## src/rtl/mc_pkg.sv

```systemverilog
// Shared definitions for the multicycle control unit: state codes, opcodes,
// immediate-select codes and trap causes.
package mc_pkg;

    typedef enum logic [4:0] {
        S_BOOT     = 5'd0,
        S_FETCH    = 5'd1,
        S_DECODE   = 5'd2,
        S_MEM_ADDR = 5'd3,
        S_MEM_RD   = 5'd4,
        S_LD_WB    = 5'd5,
        S_MEM_WR   = 5'd6,
        S_R_EX     = 5'd7,
        S_ALU_WB   = 5'd8,
        S_BR_EX    = 5'd9,
        S_JAL_EX   = 5'd10,
        S_JALR_EX  = 5'd11,
        S_LINK_WB  = 5'd12,
        S_I_EX     = 5'd13,
        S_U_EX     = 5'd14,
        S_U_WB     = 5'd15,
        S_HALTED   = 5'd16,
        S_TRAP     = 5'd17
    } state_t;

    localparam logic [6:0] OP_LOAD   = 7'b0000011;
    localparam logic [6:0] OP_STORE  = 7'b0100011;
    localparam logic [6:0] OP_R      = 7'b0110011;
    localparam logic [6:0] OP_BRANCH = 7'b1100011;
    localparam logic [6:0] OP_JAL    = 7'b1101111;
    localparam logic [6:0] OP_JALR   = 7'b1100111;
    localparam logic [6:0] OP_IMM    = 7'b0010011;
    localparam logic [6:0] OP_LUI    = 7'b0110111;
    localparam logic [6:0] OP_AUIPC  = 7'b0010111;

    localparam logic [2:0] CC_NONE  = 3'b000;
    localparam logic [2:0] CC_U     = 3'b001;
    localparam logic [2:0] CC_J     = 3'b010;
    localparam logic [2:0] CC_I     = 3'b011;
    localparam logic [2:0] CC_B     = 3'b100;
    localparam logic [2:0] CC_S     = 3'b101;
    localparam logic [2:0] CC_SHAMT = 3'b110;

    localparam logic [1:0] TC_NONE    = 2'b00;
    localparam logic [1:0] TC_OPCODE  = 2'b01;
    localparam logic [1:0] TC_FUNCT3  = 2'b10;
    localparam logic [1:0] TC_TIMEOUT = 2'b11;

    // Doubleword accesses (and unsigned word loads) exist only on RV64.
    function automatic logic ls_funct3_ok(input logic is_store, input logic [2:0] f3,
                                          input logic rv64);
        if (is_store)
            return (f3[2] == 1'b0) && ((f3[1:0] != 2'b11) || rv64);
        return (f3 != 3'b111) && ((f3 != 3'b110) || rv64) && ((f3 != 3'b011) || rv64);
    endfunction

endpackage

```

## src/rtl/mc_wait_timer.sv

```systemverilog
// Memory wait-state counter; flags when TIMEOUT idle cycles have elapsed.
module mc_wait_timer #(
    parameter int TIMEOUT = 15
) (
    input  logic CLK,
    input  logic RSTn,
    input  logic clear,
    input  logic tick,
    output logic expired
);
    localparam int WAIT_W = (TIMEOUT < 1) ? 1 : $clog2(TIMEOUT + 1);

    logic [WAIT_W-1:0] count;

    always_ff @(posedge CLK or negedge RSTn) begin
        if (!RSTn)
            count <= '0;
        else if (clear)
            count <= '0;
        else if (tick && !expired)
            count <= count + WAIT_W'(1);
    end

    // TIMEOUT of zero never expires; the counter is then don't-care.
    assign expired = (TIMEOUT != 0) && (count == WAIT_W'(TIMEOUT));

endmodule

```

## src/rtl/mc_control_fsm.sv

```systemverilog
// Multicycle RV32I/RV64I control unit with memory handshake, sticky trap,
// boundary halt and retired-instruction counter.
module mc_control_fsm
    import mc_pkg::*;
#(
    parameter int XLEN    = 32,
    parameter int TIMEOUT = 15,
    parameter int CNT_W   = 32
) (
    input  logic              CLK,
    input  logic              RSTn,
    input  logic [6:0]        opcode,
    input  logic [2:0]        funct3,
    input  logic              mem_ready,
    input  logic              halt_req,
    output logic              PCWrite,
    output logic              IRWrite,
    output logic              MemRead,
    output logic              MemWrite,
    output logic              RegWrite,
    output logic              MemtoReg,
    output logic              RegDst,
    output logic              ALUSrc1,
    output logic              ALUSrc2,
    output logic              Jump,
    output logic              Branch,
    output logic              JALorJALR,
    output logic [6:0]        ALUOp,
    output logic [2:0]        Concat_control,
    output logic [XLEN/8-1:0] BE,
    output logic [4:0]        state,
    output logic              halted,
    output logic              trap,
    output logic [1:0]        trap_cause,
    output logic [CNT_W-1:0]  instret
);
    localparam logic RV64 = (XLEN == 64);

    state_t     cur, nxt;
    logic [1:0] trap_nxt;
    logic       complete;
    logic       expired;

    function automatic logic [XLEN/8-1:0] be_mask(input logic [1:0] sz);
        logic [7:0] m;
        case (sz)
            2'b00:   m = 8'h01;
            2'b01:   m = 8'h03;
            2'b10:   m = 8'h0F;
            default: m = RV64 ? 8'hFF : 8'h00;
        endcase
        return m[XLEN/8-1:0];
    endfunction

    mc_wait_timer #(.TIMEOUT(TIMEOUT)) u_wait (
        .CLK     (CLK),
        .RSTn    (RSTn),
        .clear   (nxt != cur),
        .tick    ((cur inside {S_FETCH, S_MEM_RD, S_MEM_WR}) && !mem_ready),
        .expired (expired)
    );

    always_ff @(posedge CLK or negedge RSTn) begin
        if (!RSTn) begin
            cur        <= S_BOOT;
            trap_cause <= TC_NONE;
            instret    <= '0;
        end else begin
            cur <= nxt;
            if (trap_nxt != TC_NONE)
                trap_cause <= trap_nxt;
            if (complete)
                instret <= instret + CNT_W'(1);
        end
    end

    always_comb begin
        nxt      = cur;
        trap_nxt = TC_NONE;
        complete = 1'b0;
        case (cur)
            S_BOOT:   nxt = S_FETCH;
            S_FETCH:
                if (mem_ready)    nxt = S_DECODE;
                else if (expired) trap_nxt = TC_TIMEOUT;
            S_DECODE:
                case (opcode)
                    OP_LOAD, OP_STORE:
                        if (ls_funct3_ok(opcode == OP_STORE, funct3, RV64)) nxt = S_MEM_ADDR;
                        else                                              trap_nxt = TC_FUNCT3;
                    OP_R:             nxt = S_R_EX;
                    OP_BRANCH:        nxt = S_BR_EX;
                    OP_JAL:           nxt = S_JAL_EX;
                    OP_JALR:          nxt = S_JALR_EX;
                    OP_IMM:           nxt = S_I_EX;
                    OP_LUI, OP_AUIPC: nxt = S_U_EX;
                    default:          trap_nxt = TC_OPCODE;
                endcase
            S_MEM_ADDR: nxt = (opcode == OP_STORE) ? S_MEM_WR : S_MEM_RD;
            S_MEM_RD:
                if (mem_ready)    nxt = S_LD_WB;
                else if (expired) trap_nxt = TC_TIMEOUT;
            S_MEM_WR:
                if (mem_ready)    complete = 1'b1;
                else if (expired) trap_nxt = TC_TIMEOUT;
            S_R_EX, S_I_EX:       nxt = S_ALU_WB;
            S_JAL_EX, S_JALR_EX:  nxt = S_LINK_WB;
            S_U_EX:               nxt = S_U_WB;
            S_LD_WB, S_ALU_WB, S_BR_EX, S_LINK_WB, S_U_WB: complete = 1'b1;
            S_HALTED: if (!halt_req) nxt = S_FETCH;
            S_TRAP:   nxt = S_TRAP;
            default:  nxt = S_BOOT;
        endcase
        if (trap_nxt != TC_NONE)
            nxt = S_TRAP;
        if (complete)
            nxt = halt_req ? S_HALTED : S_FETCH;
    end

    always_comb begin
        PCWrite        = 1'b0;
        IRWrite        = 1'b0;
        MemRead        = 1'b0;
        MemWrite       = 1'b0;
        RegWrite       = 1'b0;
        MemtoReg       = 1'b0;
        RegDst         = 1'b0;
        ALUSrc1        = 1'b0;
        ALUSrc2        = 1'b0;
        Jump           = 1'b0;
        Branch         = 1'b0;
        JALorJALR      = 1'b0;
        Concat_control = CC_NONE;
        BE             = '0;
        ALUOp          = opcode;
        case (cur)
            S_BOOT, S_HALTED, S_TRAP: ALUOp = 7'd0;
            // PC and IR capture the fetched word on the cycle memory responds.
            S_FETCH: begin
                MemRead = 1'b1;
                PCWrite = mem_ready;
                IRWrite = mem_ready;
            end
            S_MEM_ADDR: begin
                ALUSrc2        = 1'b1;
                Concat_control = (opcode == OP_STORE) ? CC_S : CC_I;
            end
            S_MEM_RD: begin
                MemRead = 1'b1;
                BE      = be_mask(funct3[1:0]);
            end
            S_MEM_WR: begin
                MemWrite = 1'b1;
                BE       = be_mask(funct3[1:0]);
            end
            S_LD_WB: begin
                RegWrite = 1'b1;
                MemtoReg = 1'b1;
            end
            S_I_EX: begin
                ALUSrc2        = 1'b1;
                Concat_control = (funct3[1:0] == 2'b01) ? CC_SHAMT : CC_I;
            end
            S_BR_EX: begin
                Branch         = 1'b1;
                Concat_control = CC_B;
            end
            S_JAL_EX: begin
                Jump           = 1'b1;
                ALUSrc1        = 1'b1;
                ALUSrc2        = 1'b1;
                Concat_control = CC_J;
            end
            S_JALR_EX: begin
                Jump           = 1'b1;
                JALorJALR      = 1'b1;
                ALUSrc2        = 1'b1;
                Concat_control = CC_I;
            end
            S_U_EX: begin
                ALUSrc1        = 1'b1;
                ALUSrc2        = 1'b1;
                Concat_control = CC_U;
            end
            S_ALU_WB, S_LINK_WB, S_U_WB: begin
                RegWrite = 1'b1;
                RegDst   = 1'b1;
            end
            default: ;
        endcase
    end

    assign state  = cur;
    assign halted = (cur == S_HALTED);
    assign trap   = (cur == S_TRAP);

endmodule

```

## config.mk

```make
export PLATFORM = sky130hd
export DESIGN_NAME = mc_control_fsm
export DESIGN_NICKNAME = d
export VERILOG_FILES = /design/src/rtl/mc_pkg.sv /design/src/rtl/mc_wait_timer.sv /design/src/rtl/mc_control_fsm.sv
export SDC_FILE = /design/constraint.sdc
export NUM_CORES = 1
export LEC_CHECK = 0
export ABC_CLOCK_PERIOD_IN_PS = 4100
export CAP_MARGIN = 5
export CORE_UTILIZATION = 35
export DETAILED_ROUTE_END_ITERATION = 7
export PLACE_DENSITY = 0.6
export SYNTH_ARGS = -nofsm -noshare
export SYNTH_HDL_FRONTEND = slang
export SYNTH_HIERARCHICAL = 1
export SYNTH_SLANG_ARGS = --single-unit
```

## constraint.sdc

```tcl
create_clock -name CLK -period 4.1 [get_ports CLK]
set_input_delay 0.615 -clock CLK [delete_from_list [all_inputs] [get_ports CLK]]
set_output_delay 0.615 -clock CLK [all_outputs]
set_load 0.05 [all_outputs]
```

# After elaboration in Yosys (flattened, before gate mapping)
# Cells that the tools add are included.
[totals] regBits=43 latch_bits=0 ramBits=0 romBits=0 input_bits=14 out_inout_bits=67 word_cells=111 n_memories=0
[classes] add_sub_neg=2 multipliers=0 div_mod_pow=0 n_lt_le_gt_ge=0 n_eq_ne=34 shift=0 muxes=43 bitwise=1 n_reduce_logical=27
[ops] op="$pmux 5 s11" n=1
[ops] op="$eq 5x4->1 const B" n=8
[ops] op="$mux 5" n=7
[ops] op="$pmux 5 s7" n=1
[ops] op="$add 32x1->32 const B" n=1
[ops] op="$eq 7x6->1 const B" n=3
[ops] op="$eq 7x7->1 const B" n=3
[ops] op="$eq 5x3->1 const B" n=4
[ops] op="$mux 1" n=19
[ops] op="$pmux 3 s6" n=1
[ops] op="$eq 7x5->1 const B" n=2
[ops] op="$reduce_or 2->1" n=7
[ops] op="$mux 4" n=3
[ops] op="$pmux 4 s3" n=1
[ops] op="$eq 5x2->1 const B" n=2
[ops] op="$eq 5x5->1 const B" n=2
[ops] op="$reduce_or 5->1" n=2
[ops] op="$reduce_or 3->1" n=3
[ops] op="$mux 2" n=4
[ops] op="$pmux 2 s2" n=2
[ops] op="$eq 7x2->1 const B" n=1
[ops] op="$mux 7" n=1
[ops] op="$reduce_or 7->1" n=1
[ops] op="$mux 3" n=2
[ops] op="19 further kinds" n=26

# Logic depth before layout (Yosys ltp)
[logic_depth] ltp_word=15 ltp_mapped=11 mapped_depth_nobuf=11

# Cells and area by module
# Netlist, hierarchy kept.
[by_module_without_submodules] module="mc_control_fsm" instances=1 cells_per_inst=290 area_each_um2=2547.4 seq_area_each_um2=975.9
[by_module_without_submodules] module="mc_wait_timer" instances=1 cells_per_inst=20 area_each_um2=229.0 seq_area_each_um2=100.1

# Worst setup path before layout
# Ideal clock, no wire load.
[synth_timing] path_kind="flip-flop to output port" from="register cur[3], in the netlist state[3]" to="output port RegWrite" arrival_time_ns=2.915 t_required_ns=3.485 slack_ns=0.570 path_stages_with_launch=6 path_buffers=2 path_cell_list="dfrtp_1 -> buf_2 -> clkbuf_1 -> nand2b_1 -> a211oi_1 -> or2_2"
[synth_via] elab_chain_cells=3 elab_cells_between_ends=6 classes_between="4 x eq/ne; 1 x mux; 1 x reduce/logical"
[synth_rtl] item="start, declared" line="mc_control_fsm.sv:39" source="state_t cur, nxt;"
[synth_rtl] item="start signal, assigned" line="mc_control_fsm.sv:69" source="cur <= nxt;"
[synth_rtl] item="$eq 5x4->1 or $eq 5x3->1 (tied branches)" line="mc_control_fsm.sv:136" source="case (cur)"
[synth_rtl] item="$reduce_or 4->1 (no line) *"
[synth_rtl] item="$mux 1 *" line="mc_control_fsm.sv:136"
[synth_rtl] item="end, declared" line="mc_control_fsm.sv:20" source="output logic RegWrite,"
# Every way passes the cells marked *; elsewhere a longest branch is shown, timed or not.

==> results.toml <==
[worst_setup_path]
rr_worst_depth = 10
path_delay_family = "simple AND/OR/NAND/NOR gates"
cp.arrival_ns = 3.11
crit_top_cell = "nor3b_2"
max_stage_delay_ns = 0.52
r2r_end = "u_wait/count[1]"
critPathKind = "in2out"
cp_max_fo = 7
r2r_start = "state[0]"
rrSetupSlack_ns = 1.00
path_cells = "clkdlybuf4s50_1, or2_1, nor3b_2, nor3b_2, a31oi_1, o32ai_1, and4_1, buf_12"
slowest_stage = "clkdlybuf4s50_1"
crit_cells = 8
critPathLaunch = "opcode[6]"
worstSetupStartpointType = "input pin"
endpoint = "PCWrite"
required_ns = 3.48
endpoint_kind = "primary output"
path_buf_inv = 2

[synthesis]
syn_nets = 330
synth_edf_count = 0
synth_warnings = 6
ys_types = 60
yosysTopAreaCellShare_pct = 38.8
synthTopCellsByArea = "dfrtp_1, xnor2_1, nand2_1"
yosys_most_used_dff = "dfrtp_1"
postSynth.asyncResetShare_pct = 100
synthCells = 310
synth_top_cell_by_area = "dfrtp_1"
avgSynthCellArea_sq_um = 8.96
ys_seq_area_share_pct = 38.8
netlist_area_sq_mm = 0.00278
ys_seq_elements = 43

[die]
initial_utilization_pct = 36.1
die_y_microns = 91.1
core-area_sq_mm = 0.00769
die-area_sq_mm = 0.00829
io_pins = 81
die_x_microns = 91.1
rows = 32

[pwr]
power_mw = 2.48
pwr_density_cell_mw_per_mm2 = 664
pwr-share-comb_pct = 63.7
ir_drop_mv = 0.490
power.switching_mw = 1.29
sw_frac_of_total_pct = 51.8
power.share.clock_pct = 10.9
p_leak_nw = 1.53
seqPwrFrac_pct = 25.4
p_int_mw = 1.20

[grt]
antenna_found_initial = 0
track_usage_pct = 17.0
grt_pass1_vias = 2335
overflow = 0
grt_pass1_wl_mm = 11.6
grt_max_degree = 44

[placed_design]
gp_congestion = 0.849
place_hpwl_mm = 5.09
numPortBuffers = 80
dp_cells = 478

[worst_hold_path]
hold_path.class = "in2async"

[layout]
n_antenna_cell = 0
drive_gt1_share_pct = 7.31
n_fill_cell = 743
final_cells = 485
synthToLayoutAreaGrowth_pct = 34.7
nets = 403

[timing]
hold_viol_final = 0
period_minus_slack_ns = 3.72
tns_ns = 0
setup_violations = 0
rsz0062_at_grt = "false"
min_period_over_period_pct = 90.8
max_freq_mhz = 269
worst_pin_slew_ns = 0.941
max_slew_margin_pct = 37.3
fin_worst_skew_ns = 0.00513
slew_violations = 0

[cts]
cts.path.max_buffers = 2
cts_setup_buffers = 0
clk_latency_ns = 0.29
cts_resized = 0
cts_tree = "yes"
cts-buffers-inserted = 5
h-tree-depth = 2
ctsHoldBuffers = 0
cts.clk_slew.worst_paths_ns = 0.08
cts.sinks = 43
root_buffer = "clkbuf_8"

[drt]
maxUsedRoutingLayer = "met4"
drtIter0Drc = 209
wl_met1_mm = 3.38
antenna_left = 0
wl_met2_mm = 3.12
vias = 2526
via_per_inst = 5.21
dr_wl_met3_microns = 376
drc = 0
dr.pass1.iters = 4
wl_per_cell_microns = 14.3
routed_wirelength_mm = 6.92

[run]
drv_cap = 0

[run_status]
status = "finished, final reports clean"
[cell usage after synthesis (all sizes together), types with 6 or more instances]
cell type / number
o21ai: 17
xnor2: 28
and3: 10
nand2: 31
nand4: 9
nor3: 9
inv: 14
buf: 11
and2: 10
nor2b: 11
a21oi: 14
nand2b: 8
nor2: 19
ha: 6
clkbuf: 6
nand3: 15
dfrtp: 43
[cell type report]
type	instances	area [sq um]	area share, %
timing repair buffer	83	836	22.4
clock buffer	6	82.6	2.21
inverter	14	52.6	1.41
sequential	43	1080	28.8
tap	102	128	3.41
multi-input combinational	236	1560	41.7
clock inverter	1	5.00	0.134
[how the worst min path moves through the flow]
| stage | startpoint | to | slack, ns | cells after the start |
|---|---|---|---|---|
| after CTS | instret[31] | instret[31] | 0.48 | 1 |
| after global routing | instret[22] | instret[22] | 0.52 | 1 |
| after global placement | instret[31] | instret[31] | 0.47 | 1 |
| after floorplan | RSTn | instret[0] | 0.32 | 0 |
| after detailed placement | instret[31] | instret[31] | 0.47 | 1 |
| final | RSTn | instret[31] | 0.47 | 1 |
[flip-flops by register name (all words and copies together) (netlist names)]
name and flops:
state 5, trap_cause 2, u_wait/count 4, instret 32
[power by group through the flow]
stage          Clock, mW  Sequential (mW)  Combinational, mW
6_report           0.270            0.630               1.58
5_1_grt            0.298            0.643               1.69
4_1_cts            0.280            0.629               1.59
3_5_place_dp           0            0.636               1.58
2_1_floorplan          0            0.700               1.03
3_3_place_gp           0            0.635               1.57
[through the flow]
| stage | hold slack [ns] | instance area [sq um] | util (%) | setup WS (ns) |
|---|---|---|---|---|
| global route | 0.521 | 3740 | 48.6 | 0.243 |
| CTS | 0.483 | 3740 | 48.6 | 0.371 |
| floorplan | 0.319 | 2780 | - | 0.570 |
| finish | 0.469 | 3740 | 48.6 | 0.378 |
| global placement | 0.466 | 3650 | 47.5 | 0.452 |
| detailed placement | 0.472 | 3650 | 47.5 | 0.379 |
[per-layer routing]
layer / track usage, % / up-vias
li1: - / 1229
met1: 23.9 / 1221
met2: 27.0 / 72
met3: 3.60 / 4
met4: 3.04 / 0
met5: 0 / -
[cell usage in the layout, fill, tap and decap left out, types with 3 or more instances in the layout]
cell type / netlist / layout
clkdlybuf4s50_1: 0 / 76
dfrtp_1: 43 / 43
nand2_1: 31 / 31
xnor2_1: 28 / 28
nor2_1: 19 / 19
o21ai_0: 17 / 17
nand3_1: 15 / 15
inv_1: 14 / 14
a21oi_1: 14 / 14
nor2b_1: 10 / 10
nor3_1: 9 / 9
and3_1: 9 / 9
nand4_1: 9 / 9
nand2b_1: 8 / 8
and2_1: 8 / 8
ha_1: 6 / 6
clkbuf_8: 0 / 6
xor2_1: 5 / 5
and4_1: 4 / 4
buf_4: 3 / 4
a211oi_1: 3 / 3
[logic make-up after synthesis]
group           count (synthesis)  share of synthesized area, %
simple gates                  138                          27.6
xor+xnor                       33                          10.4
mux                             3                          1.31
fa+ha+maj                       6                          2.70
flops                          43                          38.8
buf+inv                        31                          5.09
compound gates                 56                          14.2
No activity file was read; power rests on OpenSTA's default activity.
